## config.mk

```make
export PLATFORM = sky130hd
export DESIGN_NAME = tcp_output_uart_framer
export DESIGN_NICKNAME = d
export VERILOG_FILES = /design/src/rtl/tcp_output_uart_framer.sv
export SDC_FILE = /design/constraint.sdc
export NUM_CORES = 2
export LEC_CHECK = 0
export CAP_MARGIN = 15
export CORE_ASPECT_RATIO = 0.5
export CORE_UTILIZATION = 40
export DETAILED_ROUTE_END_ITERATION = 10
export RECOVER_POWER = 50
export SKIP_CTS_REPAIR_TIMING = 1
export SLEW_MARGIN = 10
export SYNTH_ARGS = -nofsm -noshare
export SYNTH_HDL_FRONTEND = slang
export SYNTH_SLANG_ARGS = --single-unit
```

## constraint.sdc

```tcl
create_clock -name clk -period 7.3 [get_ports clk]
set_clock_uncertainty 0.1 [all_clocks]
set_input_delay 1.095 -clock clk [delete_from_list [all_inputs] [get_ports clk]]
set_output_delay 1.095 -clock clk [all_outputs]
set_load 0.02 [all_outputs]
```

## src/rtl/tcp_output_uart_framer.sv

```systemverilog
// tcp_output_uart_framer
// Store-and-forward framer that turns TCP output AXI-stream packets into a
// byte stream for the UART TX path. A whole packet is buffered, then emitted
// as SOF, TYPE, LEN_H, LEN_L and the kept payload bytes, low lane first.
// Optional build macro OUT_FRAMER_CHKSUM_EN appends a two's-complement
// checksum trailer covering TYPE, both length bytes and the payload.
`timescale 1ns/1ps
module tcp_output_uart_framer #(
    parameter int         DATA_WIDTH = 64,
    parameter int         MAX_BEATS  = 32,
    parameter logic [7:0] SOF_BYTE   = 8'hA5,
    parameter logic [7:0] FRAME_TYPE = 8'h03
) (
    input  logic                    clk,
    input  logic                    rst_n,
    input  logic [DATA_WIDTH-1:0]   s_axis_tdata,
    input  logic [DATA_WIDTH/8-1:0] s_axis_tkeep,
    input  logic                    s_axis_tvalid,
    input  logic                    s_axis_tlast,
    output logic                    s_axis_tready,
    output logic [7:0]              m_byte_data,
    output logic                    m_byte_valid,
    input  logic                    m_byte_ready,
    output logic                    busy,
    output logic [7:0]              drop_count
);

    localparam int KEEP_W = DATA_WIDTH / 8;
    localparam int IDX_W  = $clog2(MAX_BEATS);
    localparam int PTR_W  = IDX_W + 1;
    localparam int LANE_W = (KEEP_W > 1) ? $clog2(KEEP_W) : 1;
    localparam logic [PTR_W-1:0] FULL_PTR = PTR_W'(MAX_BEATS);

`ifdef OUT_FRAMER_CHKSUM_EN
    typedef enum logic [2:0] {
        ST_COLLECT, ST_DROP, ST_SOF, ST_TYPE, ST_LEN_H, ST_LEN_L, ST_PAYLOAD, ST_CHKSUM
    } state_t;
    localparam state_t ST_END = ST_CHKSUM;
`else
    typedef enum logic [2:0] {
        ST_COLLECT, ST_DROP, ST_SOF, ST_TYPE, ST_LEN_H, ST_LEN_L, ST_PAYLOAD
    } state_t;
    localparam state_t ST_END = ST_COLLECT;
`endif

    state_t state, state_next;

    // Input side goes live one clock after reset release so tready stays
    // low for the whole time rst_n is asserted.
    logic run;

    // wr_ptr counts every accepted beat (overflow detection); st_ptr counts
    // only beats that carry at least one kept byte, so the payload walk
    // never lands on an empty beat and never wastes an output cycle.
    logic [PTR_W-1:0] wr_ptr;
    logic [PTR_W-1:0] st_ptr;
    logic [15:0]      byte_len;
    logic [15:0]      sent_cnt;

    logic [IDX_W-1:0]  rd_beat;
    logic [IDX_W-1:0]  rd_beat_nxt;
    logic [LANE_W-1:0] rd_lane;

    logic [KEEP_W-1:0][7:0] data_mem [MAX_BEATS];
    logic [KEEP_W-1:0]      keep_mem [MAX_BEATS];

    logic [KEEP_W-1:0] cur_keep;
    logic [7:0]        cur_byte;
    logic              more_in_beat;
    logic              accept;
    logic              overflow;
    logic              out_fire;
    logic              payload_done;

    function automatic logic [15:0] popcount(input logic [KEEP_W-1:0] k);
        logic [15:0] n;
        n = '0;
        for (int i = 0; i < KEEP_W; i++) begin
            n = n + {15'd0, k[i]};
        end
        return n;
    endfunction

    // Lowest lane index >= from whose keep bit is set (0 when none).
    function automatic logic [LANE_W-1:0] lowest_lane_from(input logic [KEEP_W-1:0] k,
                                                           input int from);
        logic [LANE_W-1:0] r;
        r = '0;
        for (int i = KEEP_W - 1; i >= 0; i--) begin
            if (k[i] && (i >= from)) begin
                r = LANE_W'(i);
            end
        end
        return r;
    endfunction

    // True when some lane strictly above 'lane' is kept.
    function automatic logic has_lane_above(input logic [KEEP_W-1:0] k,
                                            input logic [LANE_W-1:0] lane);
        logic f;
        f = 1'b0;
        for (int i = 0; i < KEEP_W; i++) begin
            if (k[i] && (i > int'(lane))) begin
                f = 1'b1;
            end
        end
        return f;
    endfunction

    assign s_axis_tready = run && ((state == ST_COLLECT) || (state == ST_DROP));
    assign busy          = !((state == ST_COLLECT) || (state == ST_DROP));
    assign m_byte_valid  = busy;
    assign accept        = s_axis_tvalid && s_axis_tready;
    assign out_fire      = busy && m_byte_ready;
    assign overflow      = (wr_ptr == FULL_PTR);
    assign rd_beat_nxt   = rd_beat + IDX_W'(1);
    assign cur_keep      = keep_mem[rd_beat];
    assign cur_byte      = data_mem[rd_beat][rd_lane];
    assign more_in_beat  = has_lane_above(cur_keep, rd_lane);
    assign payload_done  = (sent_cnt == (byte_len - 16'd1));

`ifdef OUT_FRAMER_CHKSUM_EN
    logic [7:0] csum;

    // Running sum of the covered bytes; restarted while SOF is on the wire.
    always_ff @(posedge clk or negedge rst_n) begin
        if (!rst_n) begin
            csum <= '0;
        end else if (state == ST_SOF) begin
            csum <= '0;
        end else if (out_fire && (state != ST_CHKSUM)) begin
            csum <= csum + m_byte_data;
        end
    end
`endif

    // Arm the input side one clock after reset release.
    always_ff @(posedge clk or negedge rst_n) begin
        if (!rst_n) begin
            run <= 1'b0;
        end else begin
            run <= 1'b1;
        end
    end

    // State register.
    always_ff @(posedge clk or negedge rst_n) begin
        if (!rst_n) begin
            state <= ST_COLLECT;
        end else begin
            state <= state_next;
        end
    end

    // Next-state and output byte selection; output bytes come straight from
    // the state so they stay put while the UART side stalls.
    always_comb begin
        state_next  = state;
        m_byte_data = 8'h00;
        case (state)
            ST_COLLECT: begin
                if (accept) begin
                    if (overflow) begin
                        state_next = s_axis_tlast ? ST_COLLECT : ST_DROP;
                    end else if (s_axis_tlast) begin
                        state_next = ST_SOF;
                    end
                end
            end
            ST_DROP: begin
                if (accept && s_axis_tlast) begin
                    state_next = ST_COLLECT;
                end
            end
            ST_SOF: begin
                m_byte_data = SOF_BYTE;
                if (out_fire) state_next = ST_TYPE;
            end
            ST_TYPE: begin
                m_byte_data = FRAME_TYPE;
                if (out_fire) state_next = ST_LEN_H;
            end
            ST_LEN_H: begin
                m_byte_data = byte_len[15:8];
                if (out_fire) state_next = ST_LEN_L;
            end
            ST_LEN_L: begin
                m_byte_data = byte_len[7:0];
                if (out_fire) state_next = (byte_len == 16'd0) ? ST_END : ST_PAYLOAD;
            end
            ST_PAYLOAD: begin
                m_byte_data = cur_byte;
                if (out_fire && payload_done) state_next = ST_END;
            end
`ifdef OUT_FRAMER_CHKSUM_EN
            ST_CHKSUM: begin
                m_byte_data = 8'h00 - csum;
                if (out_fire) state_next = ST_COLLECT;
            end
`endif
            default: begin
                state_next = ST_COLLECT;
            end
        endcase
    end

    // Packet bookkeeping: write pointers, byte length, drop counter and the
    // payload read cursor.
    always_ff @(posedge clk or negedge rst_n) begin
        if (!rst_n) begin
            wr_ptr     <= '0;
            st_ptr     <= '0;
            byte_len   <= '0;
            sent_cnt   <= '0;
            rd_beat    <= '0;
            rd_lane    <= '0;
            drop_count <= '0;
        end else begin
            case (state)
                ST_COLLECT: begin
                    if (accept) begin
                        if (overflow) begin
                            wr_ptr   <= '0;
                            st_ptr   <= '0;
                            byte_len <= '0;
                            if (drop_count != 8'hFF) drop_count <= drop_count + 8'd1;
                        end else begin
                            wr_ptr   <= wr_ptr + PTR_W'(1);
                            byte_len <= byte_len + popcount(s_axis_tkeep);
                            if (|s_axis_tkeep) st_ptr <= st_ptr + PTR_W'(1);
                        end
                    end
                end
                ST_DROP: begin
                    if (accept && s_axis_tlast) begin
                        wr_ptr   <= '0;
                        st_ptr   <= '0;
                        byte_len <= '0;
                    end
                end
                ST_LEN_L: begin
                    if (out_fire) begin
                        rd_beat  <= '0;
                        rd_lane  <= lowest_lane_from(keep_mem[0], 0);
                        sent_cnt <= '0;
                    end
                end
                ST_PAYLOAD: begin
                    if (out_fire) begin
                        sent_cnt <= sent_cnt + 16'd1;
                        if (more_in_beat) begin
                            rd_lane <= lowest_lane_from(cur_keep, int'(rd_lane) + 1);
                        end else begin
                            rd_beat <= rd_beat_nxt;
                            rd_lane <= lowest_lane_from(keep_mem[rd_beat_nxt], 0);
                        end
                    end
                end
                default: begin
                end
            endcase
            if (out_fire && (state_next == ST_COLLECT)) begin
                wr_ptr   <= '0;
                st_ptr   <= '0;
                byte_len <= '0;
            end
        end
    end

    // Packet storage; only beats with at least one kept byte are written.
    always_ff @(posedge clk) begin
        if ((state == ST_COLLECT) && accept && !overflow && (|s_axis_tkeep)) begin
            data_mem[st_ptr[IDX_W-1:0]] <= s_axis_tdata;
            keep_mem[st_ptr[IDX_W-1:0]] <= s_axis_tkeep;
        end
    end

endmodule

```

## Word-level counts from Yosys, hierarchy flattened

Memories as Yosys holds them, arrays and structs flattened.
Cells that the tools add are included.
Widths: inputs -> output; s select.

- Register bits after elaboration: 64
- Memory bits (writable): 2304
- Input port bits: 77
- Output and inout port bits: 19
- Logic and storage cells: 169
- Memories: 2

- Add/subtract/negate cells: 15
- Order comparisons: 16
- Equality and inequality tests: 15
- Mux-type cells: 74
- Reduce and logical (&&, ||, !) cells: 38

Memories:

| name | depth | bits a word | read ports | clocked after Yosys merged registers in | wr ports | line | text |
|---|---|---|---|---|---|---|---|
| data_mem | 32 | 64 | 1 | 0 | 1 | 64 | `logic [KEEP_W-1:0][7:0] data_mem [MAX_BEATS];` |
| keep_mem | 32 | 8 | 3 | 0 | 1 | 65 | `logic [KEEP_W-1:0] keep_mem [MAX_BEATS];` |

Operators by type and width:

| operator | number |
|---|---|
| $mux 3 | 37 |
| $mux 16 | 6 |
| $pmux 16 s2 | 2 |
| $mux 6 | 8 |
| $pmux 8 s5 | 1 |
| $bmux 8 s3 | 1 |
| $logic_and 1x1->1 | 24 |
| $pmux 6 s2 | 2 |
| $pmux 3 s7 | 1 |
| $add 16x1->16 const B | 1 |
| $add 16x8->16 | 1 |
| $eq 16x16->1 | 1 |
| $ge 3x4->1 const A | 4 |
| $logic_not 16->1 | 1 |
| $sub 16x1->16 const B | 1 |
| $mux 5 | 3 |
| $add 6x1->6 const B | 2 |
| $gt 3x3->1 const A | 4 |
| $reduce_and 4->1 | 3 |
| $mux 1 | 10 |
| $pmux 5 s2 | 1 |
| $eq 3x3->1 const B | 3 |
| $add 7x1->8 | 1 |
| $add 8x1->8 const B | 1 |
| 30 further kinds | 39 |

## Longest topological paths before layout

- Depth after elaboration: 14
- Gate-level depth with buffers: 15
- Mapped depth without buffers: 15

## Worst setup path after synthesis

Ideal clock, no wire load.

- Path type: input -> register
- From: in s_axis_tvalid
- To: mem data_mem[15][0] in the netlist's numbering, enable pin
- Setup time: 0.504 ns
- Data arrival time: 5.246 ns
- Required time: 6.696 ns
- Setup slack: 1.450 ns
- Cell stages on the path: 6
- Path buffers: 1
- Path through: nand4b_1 -> nand2b_1 -> clkbuf_1 -> nor2_1 -> nand2_1 -> nor2_1

- Word-level cells in the longest chain between the ends: 6

RTL lines:

| item | line | text |
|---|---|---|
| start, declared | 18 | `input logic s_axis_tvalid,` |
| $logic_and 1x1->1 | 113 | `assign accept = s_axis_tvalid && s_axis_tready;` |
| $logic_and 1x1->1 (3 in series) | 272 | `if ((state == ST_COLLECT) && accept && !overflow && (\|s_axis_tkeep)) begin` |
| $mux 1 | 272 |  |
| $mux 1 (not written as such) | 273 | `data_mem[st_ptr[IDX_W-1:0]] <= s_axis_tdata;` |
| end, declared | 64 |  |

Every way passes these cells.

## Worst setup path after layout

- From: reg rd_beat[1]
- To: out m_byte_data[6]

- Word-level cells in the longest chain between the ends: 4

RTL lines:

| item | line | text |
|---|---|---|
| start, declared | 60 | `logic [IDX_W-1:0] rd_beat;` |
| start signal, assigned | 254 | `rd_beat <= rd_beat_nxt;` |
| $mem_v2 32x64 | n/a |  |
| $bmux 8 s3 | 118 | `assign cur_byte = data_mem[rd_beat][rd_lane];` |
| $mux 8 (not written as such) | 118 |  |
| $pmux 8 s5 | 160 | `case (state)` |
| end, declared | 21 | `output logic [7:0] m_byte_data,` |

Every way passes these cells. The select of a mux whose other input is x is not followed.

==> impl_metrics.prom <==
# TYPE chip_impl_metric gauge
chip_impl_metric{name="number_of_global_route_vias_before_repair",unit=""} 47437
chip_impl_info{name="rsz_0062_raised_after_global_routing",value="false"} 1
chip_impl_metric{name="port_buffers",unit=""} 95
chip_impl_metric{name="synthDistinctLibCells",unit=""} 79
chip_impl_metric{name="area.growth.synth_to_final",unit="%"} 13.6
chip_impl_metric{name="drc",unit=""} 0
chip_impl_metric{name="final_nets",unit=""} 4542
chip_impl_info{name="worstSetupStartpoint",value="rd_beat[1]"} 1
chip_impl_metric{name="cp.arrival",unit="ns"} 5.96
chip_impl_metric{name="global_route.overflow_total",unit=""} 0
chip_impl_info{name="critical_path.startpoint_type",value="flip-flop"} 1
chip_impl_metric{name="via_count",unit=""} 46809
chip_impl_metric{name="max_clock_freq",unit="MHz"} 140
chip_impl_metric{name="worst_ir_drop_vdd",unit="V"} 0.000235
chip_impl_metric{name="drtPass1Iterations",unit=""} 6
chip_impl_metric{name="x_dimension_of_the_die",unit="um"} 690
chip_impl_info{name="cpMostUsedCell",value="sky130_fd_sc_hd__mux4_2"} 1
chip_impl_info{name="min-delay-path-class",value="reg -> reg"} 1
chip_impl_metric{name="clock_latency",unit="ns"} 0.86
chip_impl_metric{name="grt_antenna_before_repair",unit=""} 30
chip_impl_info{name="cpLargestDelayFamily",value="multiplexers"} 1
chip_impl_metric{name="largest_fanout_on_the_critical_path",unit=""} 36
chip_impl_metric{name="start_util",unit=""} 0.405
chip_impl_info{name="timing.critical_path.to_type",value="output pin"} 1
chip_impl_info{name="timing.critical_path.cells",value="buf_4, mux4_2, mux4_2, mux4_2, a21oi_1, nand4_1, a32o_1, clkdlybuf4s50_1"} 1
chip_impl_metric{name="pin_count",unit=""} 96
chip_impl_metric{name="cellPowerDensity",unit="nW/um2"} 318
chip_impl_metric{name="synth.yosys.seq_area_share",unit=""} 0.747
chip_impl_metric{name="drt_first_iter_violations",unit=""} 5761
chip_impl_metric{name="dieArea",unit="um2"} 239000
chip_impl_info{name="cts-root-buf",value="sky130_fd_sc_hd__clkbuf_16"} 1
chip_impl_metric{name="timing.max_slew.rel_slack",unit=""} -1.78
chip_impl_info{name="rr_startpoint",value="state[1]"} 1
chip_impl_metric{name="crit_required",unit="ns"} 6.11
chip_impl_metric{name="timing.final.crit_period",unit="ns"} 7.16
chip_impl_metric{name="clk_pin_slew",unit="ns"} 0.06
chip_impl_metric{name="grt_first_pass_wirelength",unit="um"} 355000
chip_impl_metric{name="timing.final.max_slew_violations",unit=""} 191
chip_impl_metric{name="rows",unit=""} 125
chip_impl_metric{name="postSynth.asyncResetShare",unit=""} 0.0266
chip_impl_metric{name="finalHoldViolCount",unit=""} 0
chip_impl_metric{name="total_placed_instance_area",unit="um2"} 101000
chip_impl_metric{name="fin_crit_sh",unit=""} 0.981
chip_impl_metric{name="final_design_area_no_fill",unit="um2"} 108000
chip_impl_metric{name="final_util",unit=""} 0.460
chip_impl_metric{name="static-leakage-power",unit="nW"} 32.8
chip_impl_info{name="status",value="complete, but fails checks"} 1
chip_impl_info{name="synth_ff_type",value="sky130_fd_sc_hd__edfxtp_1"} 1
chip_impl_metric{name="detail_route.vias_per_cell",unit=""} 6.06
chip_impl_metric{name="synthCells",unit=""} 4196
chip_impl_metric{name="crit_buf_inv",unit=""} 2
chip_impl_metric{name="fillerInstances",unit=""} 19010
chip_impl_info{name="worstSetupPathType",value="reg -> out"} 1
chip_impl_metric{name="routedWlPerCell",unit="um"} 32.5
chip_impl_metric{name="detailed_place_hpwl",unit="um"} 136000
chip_impl_metric{name="max_stage_delay",unit="ns"} 0.91
chip_impl_metric{name="layout-drive-gt1-share",unit=""} 0.288
chip_impl_metric{name="cts_max_level",unit=""} 4
chip_impl_metric{name="design.core.area",unit="um2"} 234000
chip_impl_metric{name="dieHeight",unit="um"} 346
chip_impl_info{name="tritoncts_clock_tree",value="done"} 1
chip_impl_metric{name="global_route.usage.total",unit=""} 0.207
chip_impl_metric{name="timing.setup.tns",unit="ns"} 0
chip_impl_metric{name="clk_path_buf_depth",unit=""} 4
chip_impl_info{name="timing.critical_path.slowest_stage_cell",value="sky130_fd_sc_hd__dfrtp_4"} 1
chip_impl_info{name="hp-start",value="drop_count[5]"} 1
chip_impl_metric{name="gp_routability_congestion",unit=""} 0.840
chip_impl_metric{name="cts_buffer_count",unit=""} 219
chip_impl_metric{name="cap_violations",unit=""} 5
chip_impl_metric{name="synth_seq_cells",unit=""} 2367
chip_impl_metric{name="final.hold.worst_slack",unit="ns"} 0.389
chip_impl_metric{name="timing.final.setup_violations",unit=""} 0
chip_impl_metric{name="drt.antenna.violating_nets",unit=""} 0
chip_impl_info{name="violations_in_the_final_reports",value="max-capacitance violations, max-slew violations"} 1
chip_impl_metric{name="wirelength",unit="um"} 251000
chip_impl_metric{name="mean_cell_area_of_the_mapped_netlist",unit="um2"} 22.6
chip_impl_metric{name="synth_edf_count",unit=""} 2304
chip_impl_metric{name="worst_slew_pin_slew",unit="ns"} 4.17
chip_impl_metric{name="clock_sink_count",unit=""} 2367
chip_impl_metric{name="yosysWarningCount",unit=""} 0
chip_impl_metric{name="multi_input_area",unit="um2"} 23000
chip_impl_metric{name="layout.area.seq",unit="um2"} 70800
chip_impl_metric{name="grt_max_degree",unit=""} 82
chip_impl_metric{name="netlist_area",unit="um2"} 94700
chip_impl_metric{name="synthesis.nets",unit=""} 4299
-- sequential cells by signal (all words and copies together), names as in the netlist --
name	cells
rd_beat	5
drop_count	8
keep_mem	256
data_mem	2048
run	1
st_ptr	5
byte_len	16
wr_ptr	6
state	3
rd_lane	3
sent_cnt	16
-- power by group --
part / leakage [nW] / switching, mW / internal, mW
combinational: 7.86 / 3.92 / 3.81
sequential: 21.6 / 0.151 / 15.1
clock: 3.36 / 4.92 / 6.31
-- routing by layer --
metal | vias up | GRT usage | routed length, um
met5 | - | 0 | 66
met4 | 12 | 0.0454 | 5650
met3 | 405 | 0.0321 | 19700
met2 | 2092 | 0.330 | 118000
met1 | 25811 | 0.305 | 107000
li1 | 18489 | - | -
-- cell usage in the layout (no fill, tap or decap), types with 33 or more instances in the layout --
cell type                       instances
sky130_fd_sc_hd__a21oi_1               67
sky130_fd_sc_hd__buf_12                55
sky130_fd_sc_hd__buf_4                 96
sky130_fd_sc_hd__clkbuf_1              64
sky130_fd_sc_hd__clkbuf_16            221
sky130_fd_sc_hd__clkinv_1              48
sky130_fd_sc_hd__clkinv_2              33
sky130_fd_sc_hd__dfrtp_1               58
sky130_fd_sc_hd__dlygate4sd3_1         73
sky130_fd_sc_hd__edfxtp_1            2304
sky130_fd_sc_hd__inv_1                 33
sky130_fd_sc_hd__mux2i_1               44
sky130_fd_sc_hd__mux4_2               790
sky130_fd_sc_hd__nand2_1              101
sky130_fd_sc_hd__nor2_1                68
sky130_fd_sc_hd__o21ai_0               59
-- per-stage QoR --
step	power (mW)	cells	worst slack (ns)
final	34.2	7725	0.142
after global routing	35.3	7721	0.0358
after CTS	34.4	7710	-0.403
after detailed placement	23.3	7319	0.539
after global placement	23.2	7316	0.540
after floorplan	21.0	4196	1.45
-- final timing paths --
kind,endpoint,slack [ns],cells past startpoint
worst min register to register,drop_count[5],0.39,1
max in group asynchronous,rd_beat[3],2.44,2
worst max register to register,data_mem[15][46],1.85,9
min in group asynchronous,drop_count[5],1.72,2
worst min-delay path,drop_count[5],0.39,1
worst max-delay path,m_byte_data[6],0.14,8
-- Yosys cell counts (7+ instances only) --
| master | n | share of area |
|---|---|---|
| sky130_fd_sc_hd__nor3b_1 | 8 | 0.00063 |
| sky130_fd_sc_hd__inv_1 | 33 | 0.0013 |
| sky130_fd_sc_hd__nand4_1 | 10 | 0.00066 |
| sky130_fd_sc_hd__and3_1 | 17 | 0.0011 |
| sky130_fd_sc_hd__nor3_1 | 19 | 0.0010 |
| sky130_fd_sc_hd__xnor2_1 | 20 | 0.0018 |
| sky130_fd_sc_hd__o21ai_0 | 59 | 0.0031 |
| sky130_fd_sc_hd__buf_1 | 28 | 0.0011 |
| sky130_fd_sc_hd__nand2b_1 | 9 | 0.00059 |
| sky130_fd_sc_hd__nor2b_1 | 16 | 0.0011 |
| sky130_fd_sc_hd__nor2_1 | 101 | 0.0040 |
| sky130_fd_sc_hd__a21oi_1 | 67 | 0.0035 |
| sky130_fd_sc_hd__ha_1 | 21 | 0.0028 |
| sky130_fd_sc_hd__nand2_1 | 101 | 0.0040 |
| sky130_fd_sc_hd__clkbuf_1 | 71 | 0.0028 |
| sky130_fd_sc_hd__a31oi_1 | 20 | 0.0013 |
| sky130_fd_sc_hd__mux2_2 | 15 | 0.0018 |
| sky130_fd_sc_hd__buf_4 | 9 | 0.00071 |
| sky130_fd_sc_hd__edfxtp_1 | 2304 | 0.73 |
| sky130_fd_sc_hd__a211oi_1 | 7 | 0.00055 |
| sky130_fd_sc_hd__mux2i_1 | 44 | 0.0046 |
| sky130_fd_sc_hd__buf_2 | 131 | 0.0069 |
| sky130_fd_sc_hd__o22ai_1 | 13 | 0.00086 |
| sky130_fd_sc_hd__a311oi_1 | 7 | 0.00065 |
| sky130_fd_sc_hd__a22oi_1 | 20 | 0.0016 |
| sky130_fd_sc_hd__mux4_2 | 790 | 0.19 |
| sky130_fd_sc_hd__nor4_1 | 8 | 0.00053 |
| sky130_fd_sc_hd__and2_1 | 11 | 0.00073 |
| sky130_fd_sc_hd__a21oi_2 | 10 | 0.00092 |
| sky130_fd_sc_hd__dfrtp_1 | 63 | 0.017 |
| sky130_fd_sc_hd__nand3_1 | 31 | 0.0016 |
| sky130_fd_sc_hd__nand3b_1 | 9 | 0.00071 |
| sky130_fd_sc_hd__xor2_1 | 13 | 0.0012 |
-- layout make-up --
type / instances / area share
timing repair buffer: 264 / 0.0268
clock buffer: 278 / 0.0541
antenna: 5 / 0.000116
inverter: 36 / 0.00130
tap: 3111 / 0.0362
sequential: 2367 / 0.658
multi-input combinational: 1551 / 0.214
clock inverter: 113 / 0.00999
-- cells by family (layout without fill, tap and decap cells) --
logic type	count (synthesis)	in the layout	synth area share
other	1	6	0.0000396
adder cells (fa/ha/maj)	26	26	0.00383
XOR/XNOR	33	33	0.00305
flip-flops	2367	2367	0.747
buffers and inverters	278	691	0.0133
multiplexers	849	849	0.194
AND/OR/NAND/NOR	373	373	0.0198
AO/OA/AOI/OAI	269	269	0.0186
No activity file was read; power rests on OpenSTA's default activity.
